File: config.mk
export PLATFORM = sky130hd
export DESIGN_NAME = ps2_rx_frame
export DESIGN_NICKNAME = d
export VERILOG_FILES = /design/src/rtl/ps2_rx_frame.sv
export SDC_FILE = /design/constraint.sdc
export NUM_CORES = 1
export LEC_CHECK = 0
export CAP_MARGIN = 10
export CORE_ASPECT_RATIO = 0.8
export CORE_UTILIZATION = 45
export CTS_CLUSTER_SIZE = 8
export DETAILED_ROUTE_END_ITERATION = 6
export HOLD_SLACK_MARGIN = 0.03
export PLACE_DENSITY = 0.67
export SETUP_SLACK_MARGIN = 0.3
export SYNTH_ARGS = -nofsm -noshare
export SYNTH_HDL_FRONTEND = slang
export SYNTH_SLANG_ARGS = --single-unit
File: constraint.sdc
create_clock -name clk -period 1.9 [get_ports clk]
set_clock_uncertainty 0.2 [all_clocks]
set_input_delay 0.285 -clock clk [delete_from_list [all_inputs] [get_ports clk]]
set_output_delay 0.285 -clock clk [all_outputs]
set_load 0.02 [all_outputs]
File: src/rtl/ps2_rx_frame.sv
// PS/2 device-to-host frame receiver: line sync, falling-edge decode of 11-bit frames, inter-edge watchdog.
// Optional ps2_clk glitch filter enabled by defining PS2_RX_GLITCH_FILTER_EN.
module ps2_rx_frame #(
  parameter int FCLK_HZ     = 50_000_000,
  parameter int TIMEOUT_US  = 1000,
  parameter int SYNC_STAGES = 2,
  parameter int FILTER_LEN  = 8
) (
  input  logic       clk,
  input  logic       rst_n,
  input  logic       ps2_clk_i,
  input  logic       ps2_dat_i,
  input  logic       en,
  output logic [7:0] rx_data,
  output logic       rx_valid,
  output logic       rx_parity_err,
  output logic       rx_frame_err,
  output logic       rx_timeout,
  output logic       busy
);
  localparam int TIMEOUT_CYCLES = FCLK_HZ / 1_000_000 * TIMEOUT_US;
  localparam int WD_W = $clog2(TIMEOUT_CYCLES + 1);

  localparam logic [1:0] S_IDLE = 2'd0;
  localparam logic [1:0] S_DATA = 2'd1;
  localparam logic [1:0] S_PAR  = 2'd2;
  localparam logic [1:0] S_STOP = 2'd3;

  logic [SYNC_STAGES-1:0] clk_sync, dat_sync;
  logic                   clk_s, dat_s, clk_f, clk_prev, fall;
  logic [1:0]             state;
  logic [2:0]             bitcnt;
  logic [7:0]             shreg;
  logic                   par_bit, stop_bit, done;
  logic [WD_W-1:0]        wd_cnt;
  logic                   wd_expire;

  // Synchronizers idle at the released open-drain level
  always_ff @(posedge clk or negedge rst_n) begin
    if (!rst_n) begin
      clk_sync <= '1;
      dat_sync <= '1;
    end else begin
      clk_sync <= {clk_sync[SYNC_STAGES-2:0], ps2_clk_i};
      dat_sync <= {dat_sync[SYNC_STAGES-2:0], ps2_dat_i};
    end
  end

  assign clk_s = clk_sync[SYNC_STAGES-1];
  assign dat_s = dat_sync[SYNC_STAGES-1];

`ifdef PS2_RX_GLITCH_FILTER_EN
  localparam int FW = $clog2(FILTER_LEN + 1);
  logic [FW-1:0] flt_cnt;

  // Output follows the input only after FILTER_LEN consecutive differing samples
  always_ff @(posedge clk or negedge rst_n) begin
    if (!rst_n) begin
      clk_f   <= 1'b1;
      flt_cnt <= '0;
    end else if (clk_s == clk_f) begin
      flt_cnt <= '0;
    end else if (flt_cnt == FW'(FILTER_LEN - 1)) begin
      clk_f   <= clk_s;
      flt_cnt <= '0;
    end else begin
      flt_cnt <= flt_cnt + 1'b1;
    end
  end
`else
  assign clk_f = clk_s;
`endif

  always_ff @(posedge clk or negedge rst_n) begin
    if (!rst_n) clk_prev <= 1'b1;
    else        clk_prev <= clk_f;
  end

  assign fall      = clk_prev & ~clk_f;
  assign wd_expire = (state != S_IDLE) && (wd_cnt == WD_W'(TIMEOUT_CYCLES));

  always_ff @(posedge clk or negedge rst_n) begin
    if (!rst_n) begin
      state         <= S_IDLE;
      busy          <= 1'b0;
      bitcnt        <= '0;
      shreg         <= '0;
      par_bit       <= 1'b0;
      stop_bit      <= 1'b0;
      done          <= 1'b0;
      wd_cnt        <= '0;
      rx_data       <= '0;
      rx_valid      <= 1'b0;
      rx_parity_err <= 1'b0;
      rx_frame_err  <= 1'b0;
      rx_timeout    <= 1'b0;
    end else begin
      // Frame results are presented the cycle after the stop edge
      done          <= 1'b0;
      rx_timeout    <= 1'b0;
      rx_valid      <= done;
      rx_parity_err <= done & ~(^shreg ^ par_bit);
      rx_frame_err  <= done & ~stop_bit;
      if (done) rx_data <= shreg;

      if (state == S_IDLE || fall || wd_expire) wd_cnt <= '0;
      else                                      wd_cnt <= wd_cnt + 1'b1;

      // Enable drop beats an edge, an edge beats an expiring watchdog
      if (state != S_IDLE && !en) begin
        state <= S_IDLE;
        busy  <= 1'b0;
      end else if (fall) begin
        case (state)
          S_IDLE: if (!dat_s && en) begin
            state  <= S_DATA;
            busy   <= 1'b1;
            bitcnt <= '0;
          end
          S_DATA: begin
            shreg  <= {dat_s, shreg[7:1]};
            bitcnt <= bitcnt + 1'b1;
            if (bitcnt == 3'd7) state <= S_PAR;
          end
          S_PAR: begin
            par_bit <= dat_s;
            state   <= S_STOP;
          end
          default: begin
            stop_bit <= dat_s;
            done     <= 1'b1;
            state    <= S_IDLE;
            busy     <= 1'b0;
          end
        endcase
      end else if (wd_expire) begin
        state      <= S_IDLE;
        busy       <= 1'b0;
        rx_timeout <= 1'b1;
      end
    end
  end
endmodule

==> metrics.yaml <==
synthCells: 187
synth_seq_cells: 50
wl_per_cell_microns: 15.3
yosysMostFrequentCell: "dfrtp_1"
ios: 18
cts_buffer_depth: 2
drive_gt1_share_pct: 35.9
vias_per_cell: 5.36
vias: 1593
core.rowCount: 22
max-slew-margin-rel_pct: 71.4
gp_congestion: 0.913
hold_violations: 0
grt_max_degree: 34
synth_edf_count: 0
synth_fp_nets: 200
place_hpwl_mm: 3.11
clock_latency_ps: 300
hp-class: "reg -> reg"
drc: 0
first_pass_iters: 4
ant_nets: 0
r2r_slack_ps: 1
track_usage_pct: 18.9
vdd_drop_max_uv: 690
critPathMaxFanout: 4
timing.setup.tns_ps: 0
cts_tree: "done"
yosys.area.top_type: "dfrtp_1"
yosys-top-cells-count: "dfrtp_1, nor2_1, mux2_2"
area_growth_pct: 31.7
power_density_nw_per_um2: 1040
cp.arrival_ps: 1900
cts.sinks: 50
grt_pass1_vias: 1714
regToRegEndpoint: "busy"
critPathLaunchType: "register"
ff2ff_path_depth: 7
finalWirelength_mm: 4.54
async_reset_ff_share_pct: 100
slew_violations: 0
critPathKind: "reg -> reg"
endpoint: "busy"
start_util_pct: 48.5
setup_viol: 0
first_iter_violations: 93
worstMarginPinSlew_ps: 429
endpoint_kind: "register"
leakage_nw: 1.48
cts_root_buf: "clkbuf_8"
yosys_warnings: 0
synthFlopType: "dfrtp_1"
rsz0062_at_grt: "true"
fmax_mhz: 527
grt_overflow: 0
die_height_microns: 65.9
yosysSeqAreaShare_pct: 54.8
synth_top_area_share_pct: 49.0
power_mw: 3.14
synth_top_cells_by_area: "dfrtp_1, mux2_2, dfstp_2, ha_1, xnor2_1"
cap_viol_max_count: 0
period_minus_slack_ps: 1900
die_w_microns: 81.9
fin_crit_sh_pct: 99.9
synth_area_sq_um: 2300
coreArea_sq_um: 4730
nets: 249
htree_num_levels: 2
antenna_found_initial: 0
reg2reg_from: "state[0]"
required_ps: 1900
outcome: "finished, final reports clean"
synth.avg_cell_area_sq_um: 12.3
crit_start: "state[0]"
die_area_sq_um: 5390
ys_types: 39
cts.clk_slew.worst_paths_ps: 100
port_buffers: 17
grt_pass1_wl_mm: 7.60
antenna_cells: 0
cts_inserted_buffers: 5
registers in the layout, summed over array words and instances (netlist names):
register / cells
rx_parity_err: 1
wd_cnt: 16
busy: 1
stop_bit: 1
done: 1
par_bit: 1
state: 2
rx_timeout: 1
shreg: 8
rx_valid: 1
rx_data: 8
rx_frame_err: 1
clk_prev: 1
bitcnt: 3
clk_sync: 2
dat_sync: 2
cells by family after synthesis:
kind of cell | after synthesis | share of synthesized area, %
buf+inv | 10 | 2.02
fa+ha+maj | 8 | 4.36
xor+xnor | 20 | 8.23
flops | 50 | 54.8
mux | 20 | 9.81
compound gates | 12 | 3.87
simple gates | 67 | 16.9
timing repair:
| action | 4_1_cts | 5_1_grt |
|---|---|---|
| gates cloned | 1 | 0 |
| pin swaps | 5 | 5 |
| setup endpoints to repair | 45 | 34 |
| hold buffers | 1 | 0 |
| endpoints found under the hold margin | 17 | 0 |
| resized for setup | 23 | 26 |
| buffers inserted | 3 | 3 |
critical path, cell delays in order, from the launching register on:
cell and delay, ps:
dfrtp_1 390, inv_2 70, ha_4 190, nor4_4 180, nand4_4 170, buf_6 150
a211o_1 250, a32o_1 200
area by class of cell:
class / count / area (sq um)
fillers: 382 / 1710
flip-flops and latches: 50 / 1260
multi-input cells: 127 / 1160
repair buffers: 45 / 414
well taps: 60 / 75.1
clock buffers: 5 / 68.8
clock inverters: 3 / 26.3
inverters: 7 / 26.3
worst min-delay path by stage:
stage / start / end / slack, ps / depth (start not counted)
finish: clk_sync[0] / clk_sync[1] / 160 / 0
global route: clk_sync[0] / clk_sync[1] / 170 / 0
CTS: clk_sync[0] / clk_sync[1] / 160 / 0
detailed placement: rst_n / bitcnt[0] / 50 / 1
global placement: rst_n / rx_data[7] / 40 / 1
floorplan: rst_n / bitcnt[0] / -210 / 0
power breakdown:
part           total [mW]  leakage, nW  switching, mW  internal [mW]
Sequential           1.31        0.670          0.114           1.20
Clock               0.640       0.0491          0.369          0.271
Combinational        1.19        0.764          0.528          0.658
metrics by stage:
stage	util [%]	instance area, sq um	worst slack, ps	instances	hold WS (ps)
global route	63.9	3020	-46.7	297	170
detailed placement	57.3	2710	-125	281	45.7
CTS	61.4	2910	10.9	294	162
floorplan	-	2320	-6.37	187	-211
finish	63.9	3020	1.41	297	160
global placement	57.3	2710	-23.1	281	38.0
layer usage:
| layer | vias to the layer above | global-route usage [%] | wire [microns] |
|---|---|---|---|
| li1 | 751 | - | - |
| met1 | 810 | 23.9 | 2130 |
| met2 | 25 | 31.6 | 2230 |
| met3 | 7 | 3.86 | 122 |
| met4 | 0 | 7.46 | 63 |
| met5 | - | 0 | 0 |
placed cells by master, fill, tap and decap left out, types with 6 or more instances in the layout:
master,count
mux2_2,8
buf_4,22
ha_1,6
nor2_1,19
dlygate4sd2_1,13
xnor2_1,9
mux2_4,11
nand3_1,7
xor2_1,9
dfrtp_1,45
(Power assumes the default switching activity.)
